[config.mk]
export PLATFORM = sky130hd
export DESIGN_NAME = dbg_cmd_assembler
export DESIGN_NICKNAME = d
export VERILOG_FILES = /design/src/rtl/dbg_guv_pkg.sv /design/src/rtl/dbg_sat_counter.sv /design/src/rtl/dbg_cmd_assembler.sv
export SDC_FILE = /design/constraint.sdc
export NUM_CORES = 1
export LEC_CHECK = 0
export CAP_MARGIN = 20
export CELL_PAD_IN_SITES_DETAIL_PLACEMENT = 2
export CELL_PAD_IN_SITES_GLOBAL_PLACEMENT = 2
export CORE_MARGIN = 2
export CORE_UTILIZATION = 40
export CTS_BUF_LIST = sky130_fd_sc_hd__clkbuf_8
export CTS_CLUSTER_SIZE = 8
export DETAILED_ROUTE_END_ITERATION = 8
export GPL_ROUTABILITY_DRIVEN = 0
export PLACE_DENSITY_LB_ADDON = 0.1
export SLEW_MARGIN = 20
export SYNTH_ARGS = -nofsm -noshare
export SYNTH_HDL_FRONTEND = slang
export SYNTH_SLANG_ARGS = --single-unit
[constraint.sdc]
create_clock -name clk -period 8.4 [get_ports clk]
set_clock_uncertainty 0.1 [all_clocks]
set_input_delay 1.68 -clock clk [delete_from_list [all_inputs] [get_ports clk]]
set_output_delay 1.68 -clock clk [all_outputs]
set_load 0.01 [all_outputs]
[src/rtl/dbg_guv_pkg.sv]
// dbg_guv_pkg: shared widths and assembler state type for the debug governor
package dbg_guv_pkg;
   localparam int CMD_WIDTH     = 32;
   localparam int BYTE_WIDTH    = 8;
   localparam int BYTES_PER_CMD = 4;
   typedef enum logic [0:0] {ASM_IDLE, ASM_ASSEMBLE} asm_state_t;
endpackage

[src/rtl/dbg_sat_counter.sv]
// dbg_sat_counter: up-counter that sticks at all-ones instead of wrapping
module dbg_sat_counter #(
   parameter int WIDTH = 16
) (
   input  logic             clk,
   input  logic             rst,
   input  logic             inc,
   output logic [WIDTH-1:0] count
);
   always_ff @(posedge clk or posedge rst)
      if (rst) count <= '0;
      else if (inc && count != '1) count <= count + 1'b1;
endmodule

[src/rtl/dbg_cmd_assembler.sv]
// dbg_cmd_assembler: packs host bytes MSB-first into 32-bit commands, discarding stale partial words
module dbg_cmd_assembler
   import dbg_guv_pkg::*;
#(
   parameter int TIMEOUT_CYCLES = 1024,
   parameter int CNT_WIDTH      = 16
) (
   input  logic                  clk,
   input  logic                  rst,
   input  logic [BYTE_WIDTH-1:0] byte_in_TDATA,
   input  logic                  byte_in_TVALID,
   output logic                  byte_in_TREADY,
   output logic [CMD_WIDTH-1:0]  cmd_out_TDATA,
   output logic                  cmd_out_TVALID,
   input  logic                  cmd_out_TREADY,
   input  logic                  flush,
   output logic                  timeout_pulse,
   output logic [CNT_WIDTH-1:0]  words_accepted,
   output logic [CNT_WIDTH-1:0]  words_dropped
);
   localparam int TW = $clog2(TIMEOUT_CYCLES + 1);
   localparam int SW = CMD_WIDTH - BYTE_WIDTH;
   asm_state_t state, state_n;
   logic [1:0] cnt, cnt_n;
   logic [SW-1:0] shreg, shreg_n;
   logic [TW-1:0] tmo, tmo_n;
   logic in_asm, accept, drain, flush_d, expire, load;
   // only the 4th byte can stall, and only while the output slot is full and not draining
   assign byte_in_TREADY = !rst && !(cnt == 2'(BYTES_PER_CMD - 1) && cmd_out_TVALID && !cmd_out_TREADY);
   assign in_asm  = state == ASM_ASSEMBLE;
   assign accept  = byte_in_TVALID && byte_in_TREADY;
   assign drain   = cmd_out_TVALID && cmd_out_TREADY;
   assign flush_d = in_asm && flush;
   assign expire  = in_asm && !flush && !byte_in_TVALID && tmo == TW'(TIMEOUT_CYCLES - 1);
   assign load    = accept && !flush_d && cnt == 2'(BYTES_PER_CMD - 1);
   always_comb begin
      state_n = state;
      cnt_n   = cnt;
      shreg_n = shreg;
      tmo_n   = in_asm ? tmo : '0;
      if (flush_d || expire) begin
         state_n = ASM_IDLE;
         cnt_n   = '0;
         shreg_n = '0;
         tmo_n   = '0;
      end else if (accept) begin
         state_n = load ? ASM_IDLE : ASM_ASSEMBLE;
         cnt_n   = cnt + 2'd1;
         shreg_n = load ? '0 : {shreg[SW-BYTE_WIDTH-1:0], byte_in_TDATA};
         tmo_n   = '0;
      end else if (in_asm && !byte_in_TVALID) begin
         tmo_n   = tmo + 1'b1;
      end
   end
   always_ff @(posedge clk or posedge rst)
      if (rst) begin
         state          <= ASM_IDLE;
         cnt            <= '0;
         shreg          <= '0;
         tmo            <= '0;
         cmd_out_TDATA  <= '0;
         cmd_out_TVALID <= 1'b0;
         timeout_pulse  <= 1'b0;
      end else begin
         state          <= state_n;
         cnt            <= cnt_n;
         shreg          <= shreg_n;
         tmo            <= tmo_n;
         cmd_out_TDATA  <= load ? {shreg, byte_in_TDATA} : cmd_out_TDATA;
         cmd_out_TVALID <= load || (cmd_out_TVALID && !cmd_out_TREADY);
         timeout_pulse  <= expire;
      end
   dbg_sat_counter #(.WIDTH(CNT_WIDTH)) u_acc (
      .clk(clk), .rst(rst), .inc(drain), .count(words_accepted)
   );
   dbg_sat_counter #(.WIDTH(CNT_WIDTH)) u_drop (
      .clk(clk), .rst(rst), .inc(flush_d || expire), .count(words_dropped)
   );
endmodule

== Word-level counts from Yosys, hierarchy flattened ==
Index checks and enable logic that the tools add are counted.
Word-level totals
  flip-flop bits (word level): 104
  bits in latches: 0
  memory bits (writable): 0
  bits in read-only memories: 0
  bits of input ports: 13
  output and inout bits: 67
  word-level logic and storage cells: 54
  memories: 0
Cells by class
  add/sub/neg operators: 4
  $mul: 0
  divide/modulo/power cells: 0
  order comparisons: 0
  eq/ne operators: 5
  shifts and indexed selects: 0
  mux-type cells: 12
  bitwise operators: 0
  reduce and logical (&&, ||, !) cells: 24
Operator list (number)
  $mux 24: 3
  $mux 11: 4
  $add 16x1->16 const B: 2
  $ne 16x16->1 const B: 2
  $logic_and 1x1->1: 15
  $add 11x1->11 const B: 1
  $eq 11x10->1 const B: 1
  $logic_not 1->1: 6
  $mux 2: 2
  $ne 4x1->1 const B: 1
  $mux 1: 3
  $add 2x1->2 const B: 1
  $eq 2x2->1 const B: 1
  $logic_or 1x1->1: 2
  $reduce_bool 2->1: 1

== Logic depth before layout (Yosys ltp) ==
  word-level depth: 11
  mapped depth: 7
  depth with buffers taken out: 5

== Cells and area by module ==
From an unflattened synthesis, not the netlist that was laid out.
Second synthesis, totals
  cell total of the unflattened synthesis: 388
  area total of the unflattened synthesis: 4742.0 um^2
Modules (own cells, without submodules)
  dbg_cmd_assembler: times used 1, cells each 246, area an instance 3130.5 um^2
  dbg_sat_counter: times used 2, cells each 71, area an instance 805.8 um^2

== Least setup slack after synthesis ==
Ideal clock, no wire load.
  path kind: input port to output port
  start point: in rst
  end point: out byte_in_TREADY
  arrival: 4.306 ns
  data required time: 6.620 ns
  slack: 2.314 ns
  stages: 2
  buffers on the path: 0
  path through: inv_1 and2_1
Between the ends
  word-level cells in the longest chain between the ends: 2
Ends and longest elaborated chain
  start, declared: RTL line dbg_cmd_assembler.sv:9  | input logic rst,
  $logic_not 1->1 (no source line)
  $logic_and 1x1->1: RTL line dbg_cmd_assembler.sv:29  | assign byte_in_TREADY = !rst && !(cnt == 2'(BYTES_PER_CMD - 1) && cmd_out_TVALID && !cmd_out_TREADY);
  end, declared: RTL line dbg_cmd_assembler.sv:12  | output logic byte_in_TREADY,
Every way passes these cells.

== Worst setup path in the final report ==
Same ends and word-level chain as after synthesis.

==> results.json <==
{
  "worstPathCellList": "clkdlybuf4s50_1 > inv_4 > and2_1 > clkdlybuf4s50_1",
  "placementRows": 38,
  "ctsRootBufferMaster": "clkbuf_8",
  "proportion_of_synthesized_chip_area_in_sequential_cells_pct": 57.3,
  "detailedRoute.firstIterationViolations": 156,
  "worst_ep_arrival_time_ns": 3.39,
  "max_freq_mhz": 193,
  "worstPathRequired_ns": 6.62,
  "cts_resized": 0,
  "count_of_input_and_output_buffers": 79,
  "final.period_utilization_pct": 61.5,
  "yosys_cell_types": 43,
  "grt.overflow.total": 0,
  "path_clk_slew_ns": 0.10,
  "asyncSetResetFlopFracSynth_pct": 100,
  "cts-htree-levels": 3,
  "worst_slew_margin_rel_pct": 35.2,
  "finalCoreUtilization_pct": 51.6,
  "floorplan.die_area_um2": 12200,
  "mostFrequentLayoutCell": "dfrtp_1",
  "remaining_drc_errors": 0,
  "critPathMaxFanout": 49,
  "placeableCoreArea_um2": 10900,
  "synth.avg_cell_area_um2": 12.9,
  "slowest_delay_ns": 0.54,
  "design.portCount": 80,
  "route.antenna.remaining_nets": 0,
  "synth-warning-count": 0,
  "slew_violations": 0,
  "finalCriticalPeriod_ns": 5.17,
  "final_cells": 573,
  "ir_drop_v": 0.000133,
  "die_h_um": 111,
  "critPathKind": "input pin to output pin",
  "synthesis.instances": 352,
  "drive_above_1_share_pct": 15.0,
  "syn_nets": 369,
  "grt_start_max_net_pins": 62,
  "timing.critical_path.mode_cell": "clkdlybuf4s50_1",
  "grt_antenna_before_repair": 0,
  "post_cts_hold_buffer_count": 0,
  "status": "completed",
  "rsz0062_at_grt": "false",
  "avgViaCountPerCell": 5.65,
  "synth_flop_cell": "dfrtp_1",
  "grt_first_pass_wirelength_mm": 19.4,
  "tritoncts.num_buffers": 9,
  "detailroute.via_count": 3236,
  "crit_family": "buffers and inverters",
  "clock_tree.buffer_depth": 2,
  "insertion_delay_of_the_later_clocked_pin_in_the_worst_skew_pair_ns": 0.38,
  "place_area_um2": 5440,
  "report.final.hold_viol_count": 0,
  "route.detailed.wl_per_inst_um": 20.1,
  "final_net_count": 446,
  "synth-edff-count": 0,
  "worst_setup_path_end_kind": "output pin",
  "final.fill_count": 1082,
  "dr.pass1.iters": 6,
  "antenna_cells_inserted": 0,
  "clk_sink_count": 104,
  "die-width_um": 111,
  "powerDensity_nw_per_um2": 232,
  "finalInstanceArea_um2": 5640,
  "post-dp-hpwl_mm": 7.73,
  "cap_viol_max_count": 0,
  "first_global_vias": 3529,
  "layout.cells.most_common_list": "104 x dfrtp_1, 79 x clkdlybuf4s50_1, 35 x mux2_2",
  "cts_tree": "yes",
  "syn_area_um2": 4540,
  "syn2layout_area_growth_pct": 24.2,
  "design_power_total_mw": 1.31,
  "groute.usage.overall_pct": 19.6,
  "drt-total-wl_mm": 11.5,
  "floorplan.initialDensity_pct": 41.5,
  "fin_setup_tns_ns": 0,
  "ys_ff_latch": 104,
  "post_cts_buffers": 0,
  "power.static_leakage_nw": 2.55,
  "setup_viol_count_final": 0,
  "cp-start-kind": "input pin",
  "place_inst": 557,
  "worst-path-buf-inv": 3,
  "crit_path_top_delay_cell": "clkdlybuf4s50_1",
  "timing.hold.worst.class": "register to register",
  "max_slew.worst_pin.slew_ns": 0.971
}
==> registers in the layout, summed over array words and instances (netlist names) <==
register        count
timeout_pulse       1
cnt                 2
cmd_out_TVALID      1
u_acc.count        16
tmo                11
shreg              24
cmd_out_TDATA      32
in_asm              1
u_drop.count       16
==> logic make-up (layout without fill, tap and decap cells) <==
logic type      after synthesis  after routing  share of synthesized area, %
simple gates                 85             85                          11.0
fa+ha+maj                     4              4                          1.10
buf+inv                      22            103                          2.54
compound gates               70             70                          13.2
mux                          36             36                          8.90
xor+xnor                     31             31                          5.98
flops                       104            104                          57.3
==> path summary, 6_finish.rpt <==
path / from / cells after the start / slack (ns) / to
min reg2reg: u_acc.count[7] / 1 / 0.40 / u_acc.count[7]
max: rst / 4 / 3.23 / byte_in_TREADY
min: u_acc.count[7] / 1 / 0.40 / u_acc.count[7]
min in group asynchronous: rst / 2 / 1.64 / cmd_out_TDATA[12]
max reg2reg: in_asm / 4 / 5.70 / shreg[5]
max in group asynchronous: rst / 3 / 5.36 / cmd_out_TDATA[11]
==> layer usage <==
layer / routed length (um) / vias up / track usage (%)
met5: 0 / - / 0
met3: 624 / 7 / 5.98
met4: 99 / 0 / 4.75
li1: - / 1468 / -
met2: 5650 / 72 / 31.1
met1: 5160 / 1689 / 26.3
==> worst register-to-register path, delay by kind of cell (launching register included) <==
family / cells / cell delay, ns
AND/OR/NAND/NOR: 2 / 1.12
AO/OA/AOI/OAI: 2 / 0.95
flip-flops: 1 / 0.41
==> stage by stage <==
stage	hold WS, ns	worst slack [ns]
2_1_floorplan	0.364	2.31
3_3_place_gp	0.373	3.21
3_5_place_dp	0.386	3.20
4_1_cts	0.401	3.19
5_1_grt	0.413	3.12
6_report	0.395	3.23
==> cell type report <==
cell class	instances	area, um2	share of cell area (%)
Inverter	5	21.3	0.377
Multi-Input combinational cell	226	1830	32.4
Sequential cell	104	2600	46.1
Tap cell	140	175	3.11
Timing Repair Buffer	83	825	14.6
Clock buffer	9	124	2.20
Clock inverter	6	67.6	1.20
==> where the power goes <==
part | internal (mW) | leakage (nW) | switching, mW
Combinational | 0.191 | 1.05 | 0.136
Sequential | 0.589 | 1.40 | 0.0718
Clock | 0.139 | 0.0979 | 0.180
==> cell usage after synthesis (6+ instances only) <==
cell	count	area, um2
nand4_1	12	75.1
a2111oi_2	6	90.1
clkbuf_1	10	37.5
xor2_1	22	193
dfrtp_1	104	2600
nand2_1	11	41.3
a22o_1	27	236
xnor2_1	9	78.8
nand3_1	20	100
and3_1	7	43.8
mux2_2	35	394
a211oi_1	8	60.1
a21oi_1	6	30.0
and4_1	6	52.6
Power figures use the tool's default switching activity.
